<file path="src/rtl/sincos_sched.sv">
// Round-robin front end sharing one pipelined sincos core between NREQ requesters.
// A {valid,id} tag pipe tracks the core latency; result backpressure freezes the core via en.
module sincos_sched #(
    parameter  int W    = 27,
    parameter  int NREQ = 4,
    parameter  int LAT  = 27,
    localparam int IDW  = (NREQ > 1) ? $clog2(NREQ) : 1,
    localparam int BW   = $clog2(LAT + 2)
) (
    input  logic                clk,
    input  logic                reset,
    input  logic [NREQ-1:0]     req_valid,
    input  logic [NREQ*W-1:0]   req_angle,
    output logic [NREQ-1:0]     req_ready,
    output logic                cordic_en,
    output logic [W-1:0]        cordic_angle,
    input  logic [W-1:0]        cordic_sin,
    input  logic [W-1:0]        cordic_cos,
    output logic                res_valid,
    input  logic                res_ready,
    output logic [IDW-1:0]      res_id,
    output logic [W-1:0]        res_sin,
    output logic [W-1:0]        res_cos,
    output logic [BW-1:0]       busy
);

    logic             v_reg  [LAT];
    logic [IDW-1:0]   id_reg [LAT];
    logic [IDW-1:0]   ptr_reg;
    logic [BW-1:0]    busy_reg;
    logic             stall;
    logic             issue_ok;
    logic             grant_any;
    logic [IDW-1:0]   gid;
    logic             handshake;
    logic             retire;

    // Results held back by the consumer keep the core frozen; during reset the
    // core keeps running so stale in-flight work drains out harmlessly.
    assign res_valid = v_reg[LAT-1] & ~reset;
    assign stall     = res_valid & ~res_ready;
    assign cordic_en = ~stall;
    assign issue_ok  = ~stall & ~reset;
    assign handshake = issue_ok & grant_any;
    assign retire    = res_valid & res_ready;

    // Search from ptr+1 upward with wrap; iterating offsets in descending order
    // lets the smallest offset win.
    always_comb begin
        logic [IDW:0] idx;
        gid       = '0;
        grant_any = 1'b0;
        idx       = '0;
        for (int i = NREQ; i >= 1; i--) begin
            idx = {1'b0, ptr_reg} + (IDW+1)'(i);
            if (idx >= (IDW+1)'(NREQ))
                idx = idx - (IDW+1)'(NREQ);
            if (req_valid[idx[IDW-1:0]]) begin
                grant_any = 1'b1;
                gid       = idx[IDW-1:0];
            end
        end
    end

    generate
        for (genvar gi = 0; gi < NREQ; gi++) begin : g_ready
            assign req_ready[gi] = handshake & (gid == IDW'(gi));
        end
    endgenerate

    always_comb begin
        cordic_angle = '0;
        if (handshake)
            cordic_angle = req_angle[gid*W +: W];
    end

    always_ff @(posedge clk) begin
        if (reset) begin
            for (int k = 0; k < LAT; k++) begin
                v_reg[k]  <= 1'b0;
                id_reg[k] <= '0;
            end
        end else if (cordic_en) begin
            v_reg[0]  <= handshake;
            id_reg[0] <= gid;
            for (int k = 1; k < LAT; k++) begin
                v_reg[k]  <= v_reg[k-1];
                id_reg[k] <= id_reg[k-1];
            end
        end
    end

    always_ff @(posedge clk) begin
        if (reset)
            ptr_reg <= IDW'(NREQ - 1);
        else if (handshake)
            ptr_reg <= gid;
    end

    always_ff @(posedge clk) begin
        if (reset)
            busy_reg <= '0;
        else if (handshake && !retire)
            busy_reg <= busy_reg + 1'b1;
        else if (!handshake && retire)
            busy_reg <= busy_reg - 1'b1;
    end

    assign busy    = busy_reg;
    assign res_id  = id_reg[LAT-1];
    assign res_sin = cordic_sin;
    assign res_cos = cordic_cos;

endmodule

</file>
<file path="config.mk">
export PLATFORM = sky130hd
export DESIGN_NAME = sincos_sched
export DESIGN_NICKNAME = d
export VERILOG_FILES = /design/src/rtl/sincos_sched.sv
export SDC_FILE = /design/constraint.sdc
export NUM_CORES = 1
export LEC_CHECK = 0
export BUFFER_PORTS_ARGS = -buffer_cell sky130_fd_sc_hd__buf_2
export CAP_MARGIN = 20
export CORE_ASPECT_RATIO = 0.7
export CORE_MARGIN = 1
export CORE_UTILIZATION = 48
export CTS_CLUSTER_SIZE = 24
export DETAILED_ROUTE_END_ITERATION = 16
export GPL_TIMING_DRIVEN = 0
export PLACE_DENSITY_LB_ADDON = 0.15
export REMOVE_ABC_BUFFERS = 1
export SLEW_MARGIN = 20
export SYNTH_ARGS = -nofsm -noshare
export SYNTH_HDL_FRONTEND = slang
export SYNTH_SLANG_ARGS = --single-unit
</file>
<file path="constraint.sdc">
create_clock -name clk -period 4.4 [get_ports clk]
set_clock_uncertainty 0.05 [all_clocks]
set_input_delay 0.22 -clock clk [delete_from_list [all_inputs] [get_ports clk]]
set_output_delay 0.22 -clock clk [all_outputs]
set_load 0.01 [all_outputs]
</file>
# Word level (Yosys, flattened, before mapping)

Memory sizes are Yosys's and may differ from the RTL's.
Index checks and enable logic that the tools add are counted.

Register bits after elaboration: 7
Memory bits (writable): 81
Bits of input ports: 169
Output and inout bits: 94
Word-level logic and storage cells: 181
Memories kept: 2

Memory list:

| memory | depth | bits a word | rd ports | clocked after Yosys merged registers in | wr ports | RTL line | source |
|---|---|---|---|---|---|---|---|
| id_reg | 27    | 2           | 27       | 0                                       | 27       | 28       | `logic [IDW-1:0] id_reg [LAT];` |
| v_reg  | 27    | 1           | 27       | 0                                       | 27       | 27       | `logic v_reg [LAT];` |

Add/subtract/negate cells: 10
Multipliers: 1
Magnitude comparators: 8
Equal/unequal tests: 3
Shift operators: 1
Muxes and demuxes: 82
Bitwise operators: 66
Reductions and logical operators: 6

Operator list:

| kind                                                                          | count |
|---|---|
| 108-bit by 8-bit indexed part select with 27-bit output                       | 1 |
| 2-bit 2-to-1 mux                                                              | 35 |
| 1-bit OR                                                                      | 54 |
| 1-bit 2-to-1 mux                                                              | 40 |
| 27-bit 2-to-1 mux                                                             | 1 |
| 3-bit greater-or-equal comparator (second input constant)                     | 4 |
| 2-bit by 3-bit less-than comparator with 1-bit output (second input constant) | 4 |
| 5-bit 2-to-1 mux                                                              | 2 |
| 1-bit AND                                                                     | 9 |
| 1-bit binary-select mux with 2-bit select                                     | 4 |
| 2-bit by 1-bit subtractor with 2-bit output (second input constant)           | 4 |
| 2-bit by 5-bit multiplier with 7-bit output (second input constant)           | 1 |
| 2-bit by 2-bit adder with 3-bit output (second input constant)                | 2 |
| 5-bit by 1-bit adder with 5-bit output (second input constant)                | 1 |
| 5-bit by 1-bit subtractor with 5-bit output (second input constant)           | 1 |
| 2-bit == test (second input constant)                                         | 2 |
| 2-bit by 1-bit adder with 3-bit output (second input constant)                | 1 |
| 2-bit by 3-bit adder with 3-bit output (second input constant)                | 1 |
| 1-bit NOT                                                                     | 3 |
| 2-bit by 1-bit == test with 1-bit output (second input constant)              | 1 |
| 1-bit logical AND                                                             | 2 |
| 1-bit zero test                                                               | 2 |
| 2-bit zero test                                                               | 1 |
| 2-bit nonzero test                                                            | 1 |

# Longest topological paths before layout

Depth after elaboration: 14
Depth in mapped cells: 12
Depth with buffers taken out: 12

# Worst setup path before layout

Ideal clock, no wire load.

Path type: in2reg
From: in reset
To: mem id_reg[0][0] (netlist bit) (enable)
Library setup time: 802 ps
Arrival: 2084 ps
Data required time: 3548 ps
Slack: 1464 ps
Cell stages on the path: 3
Path buffers: 1
Path through: buf_2 > nor2b_1 > nand2_1

RTL lines:

| what               | RTL line | source |
|---|---|---|
| start: declaration | 11       | `input logic reset,` |
| end: declaration   | 28       |  |

==> impl_table.tex <==
\begin{tabular}{lr}
\hline
Metric & Value \\
\hline
\multicolumn{2}{l}{\textbf{Outcome}} \\
\quad Outcome & finished, final reports clean \\
\multicolumn{2}{l}{\textbf{Timing}} \\
\quad Final hold violations & 0 \\
\quad Worst Max-Slew Pin Slew & 0.9723 ns \\
\quad Unrepaired setup endpoints after global routing & no \\
\quad Upper clock frequency limit & 0.3247 GHz \\
\quad Crit path setup slack, layout & 1.320 ns \\
\quad Final setup viols & 0 \\
\quad Worst hold-check slack & 0.2472 ns \\
\quad Slew margin rel. & 35.02\% \\
\quad Final cycle utilization of the critical path & 70.00\% \\
\quad Shortest clock period the worst path allows after layout & 3.080 ns \\
\quad Final count of pins violating max slew & 0 \\
\multicolumn{2}{l}{\textbf{CTS}} \\
\quad Post-cts resize count & 0 \\
\quad Clock buffer depth & 2 \\
\quad Clock slew at the register clock pins of the worst setup and hold paths & 0.06 ns \\
\quad Deepest level of the CTS H-tree & 3 \\
\quad Hold Buf Count CTS & 0 \\
\quad Setup fix buffers added after clock tree synthesis & 0 \\
\quad TritonCTS clock tree & yes \\
\quad Clock buffers created by TritonCTS & 9 \\
\quad TritonCTS sink count & 88 \\
\quad Clock root cell & clkbuf\_16 \\
\quad Clock latency on the worst-skew pair & 0.34 ns \\
\multicolumn{2}{l}{\textbf{Route}} \\
\quad Total length of routed met3 wires & 1732 µm \\
\quad Post-DRT Antenna Nets & 0 \\
\quad Avg WL per Cell & 20.43 µm \\
\quad Via density per instance & 5.312 \\
\quad Number of vias in the routed layout & 3256 \\
\quad Initial drt markers & 175 \\
\quad Routed length on met2 & 5064 µm \\
\quad First drt pass iteration count & 5 \\
\quad Top layer used by detailed routing & met5 \\
\quad Remaining routing DRC violations & 0 \\
\quad Routed length on met1 & 5535 µm \\
\quad Final wirelength & 12530 µm \\
\multicolumn{2}{l}{\textbf{Global route}} \\
\quad Final global-route overflow total & 0 \\
\quad Maximum number of pins on one net before global-route repair & 49 \\
\quad Via count of the first global-routing pass & 3087 \\
\quad Initial antenna violation count & 0 \\
\quad Wire length of the first global-routing pass & 18770 µm \\
\quad Global routing usage summed across all routing layers & 25.39\% \\
\multicolumn{2}{l}{\textbf{Layout}} \\
\quad Layout cells sized above 1 & 37.42\% \\
\quad Max reg flops & 54 \\
\quad NumNets Final & 658 \\
\quad Layout Area Growth over Synthesis & 18.05\% \\
\quad Antenna diode count & 0 \\
\quad Post-layout util & 60.03\% \\
\quad Fillcell total & 752 \\
\multicolumn{2}{l}{\textbf{Power and ir drop}} \\
\quad Power per unit of standard cell area & 381.1 mW/mm² \\
\quad IR drop worst, VDD & 0.2079 mV \\
\quad Final total power & 2.133 mW \\
\quad Static power due to leakage & 2.674 nW \\
\multicolumn{2}{l}{\textbf{Synth}} \\
\quad Cell with the most instances after synthesis & edfxtp\_1 \\
\quad Post-synthesis instance area & 0.004742 mm² \\
\quad Fraction of synthesized cell area taken by the top area cell type & 51.29\% \\
\quad FF+latch count, synth & 88 \\
\quad Gate count of the mapped netlist & 391 \\
\quad Asr flop ratio synth & 0\% \\
\quad Number of flops mapped to enable cells by yosys & 81 \\
\quad Library cell with the largest summed area after synthesis & edfxtp\_1 \\
\quad Synth Flop Type & edfxtp\_1 \\
\quad Sequential element share of the synthesized area & 54.25\% \\
\quad Ranking of synthesized cells by instance count & edfxtp\_1, buf\_4, mux2i\_1 \\
\quad Number of warning messages in the yosys log & 0 \\
\quad Synth cell types & 34 \\
\quad Synthesized area per cell & 12.13 µm² \\
\quad Leading post-synthesis cells by cell area & edfxtp\_1, mux2i\_1, buf\_4, and2\_1, nor2b\_1 \\
\multicolumn{2}{l}{\textbf{Floorplanning}} \\
\quad Floorplan die height & 85.16 µm \\
\quad Placeable core area & 0.009325 mm² \\
\quad Initial core utilization & 50.85\% \\
\quad IO Count & 263 \\
\quad Die area & 0.01029 mm² \\
\quad Number of placement rows & 29 \\
\quad Die X & 120.8 µm \\
\multicolumn{2}{l}{\textbf{Placed design}} \\
\quad Placer congestion estimate & 0.7687 \\
\quad Number of buffer cells added on primary ports & 154 \\
\quad Post-Place Worst Slack & 1.288 ns \\
\quad DP Wirelength & 8911 µm \\
\multicolumn{2}{l}{\textbf{Critical path}} \\
\quad Crit path capture type & output port \\
\quad Required time worst endpoint & 4.13 ns \\
\quad Critical Path AT & 2.81 ns \\
\quad Startpoint types & flip-flop \\
\quad Worst path buffer plus inverter count & 2 \\
\quad Crit path max-delay family & compound AO/OA/AOI/OAI gates \\
\quad Cell type of the slowest stage on the worst timing path & nand2\_1 \\
\quad CP peak stage delay & 0.58 ns \\
\quad Crit Path Class & reg2out \\
\quad CP cell instances & a21oi\_4 > o31ai\_4 > inv\_2 > nand2\_1 > o22ai\_1 > buf\_2 \\
\quad Maximum fanout along the worst path & 27 \\
\multicolumn{2}{l}{\textbf{Flow run}} \\
\quad Number of maximum-capacitance constraint violations & 0 \\
\multicolumn{2}{l}{\textbf{Worst hold path}} \\
\quad Worst min path class & in2reg \\
\hline
\end{tabular}
cell usage in the layout (no fill, tap or decap), types with 3 or more instances in the layout:
cell type    n
nand2_1      4
dfxtp_1      7
edfxtp_1    81
o22ai_1     25
clkbuf_16    9
inv_1        6
buf_16       4
a311o_1      3
nor2b_1     28
and2_1      51
clkinv_2     3
mux2i_1     54
nor3b_1      3
xnor2_1      3
nor2_1      14
buf_2      154
a21oi_1      5
nand3_1      5
ha_1         4
metal layers:
layer / global-route usage, % / up-vias
li1: - / 1514
met1: 33.76 / 1545
met2: 32.39 / 177
met3: 17.94 / 16
met4: 5.051 / 4
met5: 9.615 / -
per-stage QoR:
step                      instances  setup TNS, ns  cell area, µm²
after detailed placement        596              0            5270
after global placement          591         -68.32            5119
final                           613              0            5598
after CTS                       612              0            5583
after floorplan                 313         -36.53            4193
after global routing            613              0            5598
tightest hold or removal path, stage by stage:
cell and delay [ns]:
buf_2 0.14, o31ai_4 0.11, inv_1 0.05
path summary, 6_finish.rpt:
path / start / endpoint / slack [ns] / cells after the start
max: v_reg[6][2]$_SDFFCE_PP0P_ / cordic_angle[17] / 1.32 / 6
min reg2reg: busy[4]$_SDFFE_PP0P_ / busy[4]$_SDFFE_PP0P_ / 0.45 / 2
max reg2reg: v_reg[6][2]$_SDFFCE_PP0P_ / busy[4]$_SDFFE_PP0P_ / 1.49 / 11
min: req_valid[3] / v_reg[0][0]$_SDFFCE_PN0P_ / 0.25 / 3
power breakdown:
group | leakage, nW | total, mW | switching (mW) | internal (mW)
sequential | 1.05 | 0.930 | 0.0119 | 0.918
combinational | 1.47 | 0.411 | 0.206 | 0.205
clock | 0.156 | 0.792 | 0.297 | 0.495
total | 2.67 | 2.13 | 0.515 | 1.62
cells by family (layout without fill, tap and decap cells):
kind of cell               Yosys count  count (layout)  share of synthesized area, %
buffers and inverters               86             184                         12.22
and+or+nand+nor                    112             112                         13.67
xor gates and xnor gates             4               4                        0.7389
muxes                               54              54                         11.40
DFF                                 88              88                         54.25
AOI/OAI and AO/OA                   42              42                         6.253
adders and majority gates            5               5                         1.478
final cells by class:
cell class                      instances  area, µm²  area share [%]
Inverter                                8      30.03          0.5364
Clock inverter                          6      83.83           1.498
Tap cell                              124      155.1           2.772
Timing Repair Buffer                  160      910.9           16.27
Clock buffer                           10      229.0           4.090
Sequential cell                        88       2572           45.95
Multi-Input combinational cell        217       1617           28.88
Power figures use the tool's default switching activity.
